**src/rtl/counter_pkg.sv**
```systemverilog
// Shared definitions for the programmable counter: overflow mode encodings.
package counter_pkg;

   typedef enum logic [1:0] {
      MODE_WRAP    = 2'd0,
      MODE_SAT     = 2'd1,
      MODE_ONESHOT = 2'd2,
      MODE_RSVD    = 2'd3
   } mode_t;

endpackage

```
**src/rtl/counter_prog_next.sv**
```systemverilog
// Combinational next-state logic for counter_prog: one enabled step of the
// count in the selected direction and overflow mode, with tc/done side effects.
module counter_prog_next
   import counter_pkg::*;
#(
   parameter int WIDTH  = 4,
   parameter int STEP_W = 2
) (
   input  logic [WIDTH-1:0]  count,
   input  logic              dn,
   input  logic [STEP_W-1:0] step,
   input  logic [WIDTH-1:0]  lim,
   input  logic [1:0]        mode,
   output logic [WIDTH-1:0]  next_count,
   output logic              next_tc,
   output logic              next_done
);

   logic [WIDTH:0]   step_x;
   logic [WIDTH:0]   count_x;
   logic [WIDTH:0]   lim_x;
   logic [WIDTH:0]   up_sum;
   logic [WIDTH-1:0] down_diff;
   logic             ovf;
   logic             unf;
   logic             up_edge;
   logic             down_edge;

   // One spare bit keeps the up-step carry visible so ovf is exact.
   assign step_x    = {{(WIDTH + 1 - STEP_W){1'b0}}, step};
   assign count_x   = {1'b0, count};
   assign lim_x     = {1'b0, lim};
   assign up_sum    = count_x + step_x;
   assign ovf       = (up_sum > lim_x);
   assign up_edge   = ovf || (up_sum == lim_x);
   assign unf       = (step_x > count_x);
   assign down_diff = count - step_x[WIDTH-1:0];
   assign down_edge = unf || (down_diff == '0);

   always_comb begin
      next_count = count;
      next_tc    = 1'b0;
      next_done  = 1'b0;
      if (!dn) begin
         case (mode_t'(mode))
            MODE_SAT: begin
               if (up_edge) begin
                  next_count = lim;
                  next_tc    = (count != lim);
               end else begin
                  next_count = up_sum[WIDTH-1:0];
               end
            end
            MODE_ONESHOT: begin
               if (up_edge) begin
                  next_count = lim;
                  next_tc    = 1'b1;
                  next_done  = 1'b1;
               end else begin
                  next_count = up_sum[WIDTH-1:0];
               end
            end
            default: begin
               if (ovf) begin
                  next_count = '0;
                  next_tc    = 1'b1;
               end else begin
                  next_count = up_sum[WIDTH-1:0];
               end
            end
         endcase
      end else begin
         // Down steps ignore lim except as the WRAP reload value.
         case (mode_t'(mode))
            MODE_SAT: begin
               if (down_edge) begin
                  next_count = '0;
                  next_tc    = (count != '0);
               end else begin
                  next_count = down_diff;
               end
            end
            MODE_ONESHOT: begin
               if (down_edge) begin
                  next_count = '0;
                  next_tc    = 1'b1;
                  next_done  = 1'b1;
               end else begin
                  next_count = down_diff;
               end
            end
            default: begin
               if (unf) begin
                  next_count = lim;
                  next_tc    = 1'b1;
               end else begin
                  next_count = down_diff;
               end
            end
         endcase
      end
   end

endmodule

```
**src/rtl/counter_prog.sv**
```systemverilog
// Programmable up/down counter with limit, step and wrap/saturate/one-shot
// modes. Holds the registers and the reset > load > count > hold priority.
module counter_prog
   import counter_pkg::*;
#(
   parameter int WIDTH  = 4,
   parameter int STEP_W = 2
) (
   input  logic              clk,
   input  logic              rst,
   input  logic              en,
   input  logic              dn,
   input  logic              load,
   input  logic [WIDTH-1:0]  data,
   input  logic [STEP_W-1:0] step,
   input  logic [WIDTH-1:0]  lim,
   input  logic [1:0]        mode,
   output logic [WIDTH-1:0]  count,
   output logic              tc,
   output logic              done
);

   logic [WIDTH-1:0] next_count;
   logic             next_tc;
   logic             next_done;
   logic             advance;

   counter_prog_next #(
      .WIDTH  (WIDTH),
      .STEP_W (STEP_W)
   ) u_next (
      .count      (count),
      .dn         (dn),
      .step       (step),
      .lim        (lim),
      .mode       (mode),
      .next_count (next_count),
      .next_tc    (next_tc),
      .next_done  (next_done)
   );

   // A zero step is treated as a hold so it can never fire a boundary event.
   assign advance = en && !done && (step != '0);

   always_ff @(posedge clk) begin
      if (rst) begin
         count <= '0;
         tc    <= 1'b0;
         done  <= 1'b0;
      end else if (load) begin
         count <= (data > lim) ? lim : data;
         tc    <= 1'b0;
         done  <= 1'b0;
      end else if (advance) begin
         count <= next_count;
         tc    <= next_tc;
         done  <= next_done;
      end else begin
         tc    <= 1'b0;
      end
   end

endmodule

```
**config.mk**
```make
export PLATFORM = sky130hd
export DESIGN_NAME = counter_prog
export DESIGN_NICKNAME = d
export VERILOG_FILES = /design/src/rtl/counter_pkg.sv /design/src/rtl/counter_prog_next.sv /design/src/rtl/counter_prog.sv
export SDC_FILE = /design/constraint.sdc
export NUM_CORES = 1
export LEC_CHECK = 0
export CELL_PAD_IN_SITES_DETAIL_PLACEMENT = 2
export CELL_PAD_IN_SITES_GLOBAL_PLACEMENT = 2
export CORE_ASPECT_RATIO = 0.75
export CORE_MARGIN = 2
export CORE_UTILIZATION = 26
export DETAILED_ROUTE_END_ITERATION = 12
export PLACE_DENSITY = 0.86
export SYNTH_ARGS = -nofsm -noshare
export SYNTH_HDL_FRONTEND = slang
export SYNTH_SLANG_ARGS = --single-unit
```
**constraint.sdc**
```tcl
create_clock -name clk -period 3.43 [get_ports clk]
set_input_delay 0.8575 -clock clk [delete_from_list [all_inputs] [get_ports clk]]
set_output_delay 0.8575 -clock clk [all_outputs]
set_load 0.05 [all_outputs]
```
==> results of run 1 <==
## worst max-delay path, delay by kind of cell
family	cells	cell delay [ns]
adders and majority gates	3	0.85
AOI/OAI and AO/OA	6	1.06
buffers and inverters	3	0.47
xor gates and xnor gates	1	0.20
## cell families (layout without fill, tap and decap cells)
logic type | Yosys count | after routing
buffers and inverters | 19 | 66
flip-flops | 6 | 6
adder cells (fa/ha/maj) | 16 | 16
multiplexers | 3 | 3
AND/OR/NAND/NOR | 35 | 35
XOR/XNOR | 6 | 6
AO/OA/AOI/OAI | 46 | 46
## layer usage
metal / wire length (µm) / track usage, % / vias to the layer above
met2: 2720 / 45.8 / 40
met3: 226 / 5.06 / 15
met1: 2250 / 29.3 / 670
li1: - / - / 592
met5: 0 / 0 / -
met4: 116 / 9.61 / 0
## synth_stat cells
master     count  area (µm²)
a21oi_1        9        45.0
o211ai_1       1        7.51
nor2_1         8        30.0
mux2i_1        2        20.0
nand2_1        6        22.5
xor2_1         5        43.8
o21a_1         3        22.5
mux2_2         1        11.3
inv_2          1        3.75
o41ai_1        2        17.5
nand2b_1       2        12.5
buf_2          2        10.0
a2111oi_2      2        30.0
o32ai_1        1        8.76
clkbuf_1       3        11.3
nand4_1        1        6.26
a221oi_1       5        43.8
o21ai_0        5        25.0
and3_4         1        11.3
o31a_1         1        8.76
o21bai_1       1        7.51
dfxtp_1        6         120
a21o_1         2        15.0
a311oi_1       1        8.76
nor2b_1        3        18.8
a31oi_1        2        12.5
xnor2_1        1        8.76
ha_1          14         175
fa_1           2        40.0
inv_1         12        45.0
a221o_1        1        10.0
a211oi_2       1        12.5
clkinv_1       1        3.75
a221oi_4       1        26.3
o311ai_1       1        8.76
o311a_1        1        10.0
a31o_2         1        8.76
nand3_1        5        25.0
o21ai_1        4        20.0
nor3_1         6        30.0
o22ai_1        1        6.26
or2_1          1        6.26
nor4_1         2        12.5
## metrics by stage
step / hold WS, ns / total power, W / std cells / setup TNS [ns]
after floorplan: 0.701 / 0.000270 / 131 / 0
after global placement: 0.499 / 0.000388 / 219 / -1.95
after detailed placement: 0.508 / 0.000416 / 219 / -3.68
after CTS: 0.520 / 0.000576 / 227 / 0
after global routing: 0.532 / 0.000645 / 230 / -0.0141
final: 0.513 / 0.000606 / 230 / 0
## sequential cells by signal (all words and copies together) (netlist names)
name / cells
done: 1
count: 4
tc: 1
## timing repair
item                                    CTS  global route
endpoints found under the setup margin    6             5
buffers inserted                          5             3
hold buffers                              0             0
resized for setup                        20             7
hold endpoints to repair                  0             0
pin swaps                                10             7
## where the power goes
group	internal, W	switching [W]	total [W]
logic	0.000193	0.000219	0.000412
clock network	0.0000756	0.0000327	0.000108
registers	0.0000761	0.0000104	0.0000865
total	0.000344	0.000262	0.000606
## area by class of cell
cell class	count	area share, %
multi-input combinational	106	57.2
timing repair buffer	49	25.8
sequential	6	7.31
tap	52	3.96
inverter	14	3.20
clock buffer	3	2.51
## worst max-delay path by stage
stage	startpoint	to	slack [ns]	depth (start not counted)
after floorplan	step[1]	count[1]	0.13	13
after global placement	step[1]	count[1]	-0.43	14
after detailed placement	step[1]	count[1]	-0.77	14
after CTS	step[1]	count[1]	0.001	14
after global routing	step[0]	count[0]	-0.01	13
final	step[0]	count[0]	0.07	13
==> summary.txt, run 1 <==
STA
  – Max-slew violations: 0
  – Least-Margin Pin Slew: 0.603 ns
  – Final Cycle Share: 97.8%
  – Final worst setup slack: 0.0745 ns
  – Hold Vio Cnt, Final: 0
  – # setup viols final: 0
  – Slew headroom: 59.7%
  – Fin crit period: 3.36 ns
  – Skew final: 0.00120 ns
  – Peak Freq: 298 MHz

GRT
  – Largest net degree at the start of global routing: 15
  – Vias in the first global route: 1478
  – Grt total ovfl: 0
  – GRT Total Usage: 24.9%
  – First-pass GRT wire length: 8320 µm
  – Initial antenna violation count: 0

Clock tree
  – Clock-pin slew on the worst setup and hold paths: 0.04 ns
  – TritonCTS clock tree: yes
  – Worst skew pair latency: 0.23 ns
  – CTS H-Tree Depth: 1
  – Inserted Clock Buffers: 3
  – Root Buffer: clkbuf_8
  – CTS sink cnt: 6
  – Clk buf depth: 2

Placed design
  – Post-DP HPWL: 3950 µm
  – RD Place Congestion: 0.863
  – PortBufs: 22
  – Pre-CTS setup slack: -0.771 ns
  – Placed cell area: 1430 µm²

Detailed routing
  – Post-DRT Antenna Nets: 0
  – Total length of routed wires: 5310 µm
  – DR WL/cell: 23.1 µm
  – DR vias/cell: 5.73
  – Post-route DRC: 0
  – Pre-antenna DRT Iters: 4
  – Initial drt markers: 49
  – Via count: 1317

Critical path
  – Critical path, cell by cell: buf_2 -> ha_4 -> fa_2 -> xor2_4 -> ha_4 -> a21o_1 -> a221oi_4 -> buf_6 -> a211oi_4 -> buf_4 -> a221oi_2 -> o21a_1 -> a2111oi_2
  – FF-to-FF setup slack: 0.46 ns
  – Max FO, Critical Path: 3
  – Critical path type: in2reg
  – Reg2Reg Depth: 12
  – Crit path capture type: flip-flop
  – Cell mode on critical path: ha_4
  – Arrival @ worst endpoint: 3.44 ns
  – CP Launch Type: input port
  – Crit-path max cell delay: 0.45 ns
  – End of the worst register-to-register path: count[0]
  – Worst EP required: 3.52 ns
  – Reg2Reg Launch Point: count[0]
  – CP max stage cell: fa_2

Logic synthesis
  – Distinct cells, synth: 43
  – Syn_area_per_cell: 7.81 µm²
  – Mux share of post-synthesis cell area: 3.06%
  – YS warnings: 0
  – Synth Area in XOR/XNOR: 5.13%
  – Post-Synth Simple-Gate Area: 17.1%
  – Register area share after synthesis: 11.7%
  – FF+latch count, synth: 6
  – Complex-gate fraction of the synthesized area: 34.7%
  – Post-Syn Nets: 164
  – Syn Inst Count: 131
  – Post-Synthesis Cell Area: 1020 µm²
  – Post-synthesis adder-cell area fraction: 21.0%
  – Largest family of logic cells by synthesized area: compound AO/OA/AOI/OAI gates

Floorplan
  – Die Area: 4460 µm²
  – Cell Rows: 19
  – Area of the core: 3710 µm²
  – Starting Density: 27.6%
  – # IOs: 23
  – Die Y: 58.3 µm
  – Die Wd: 76.4 µm

Outcome
  – Run status: completed

Final layout
  – Final #Nets: 213
  – Ant diodes: 0
  – Area added between synthesis and finish: 60.5%
  – Final non-filler cell area: 1640 µm²
  – Commonest non-fill, non-tap cells in the layout: buf_4 (24), clkdlybuf4s50_1 (20), inv_1 (10), ha_1 (10), a21oi_1 (9)
  – Commonest non-fill, non-tap cell in the layout: buf_4
  – Number of fill cells: 417
  – FF+latch area: 120 µm²
  – Share of cells above drive strength 1: 29.8%
  – Fin util: 44.3%
  – Area of the multi-input gates: 940 µm²

Power and ir drop
  – Leakage: 0.689 nW
  – Maximum VDD drop: 151 µV
  – Pwr Density: 369 nW/µm²

Min path
  – Min-delay src: done
  – Hold Crit Depth: 2
  – Hold crit path type: reg2reg
  – Hold endpoint: done

Run
  – Number of max-cap violations: 0
(Power assumes the default switching activity.)
==> run 2: changes to the inputs <==
--- a/config.mk
+++ b/config.mk
@@ -5,6 +5,7 @@
 export SDC_FILE = /design/constraint.sdc
 export NUM_CORES = 1
 export LEC_CHECK = 0
+export CAP_MARGIN = 20
 export CELL_PAD_IN_SITES_DETAIL_PLACEMENT = 2
 export CELL_PAD_IN_SITES_GLOBAL_PLACEMENT = 2
 export CORE_ASPECT_RATIO = 0.75
==> results of run 2 <==
The final DEF is identical to that of run 1; final timing and power are the same.
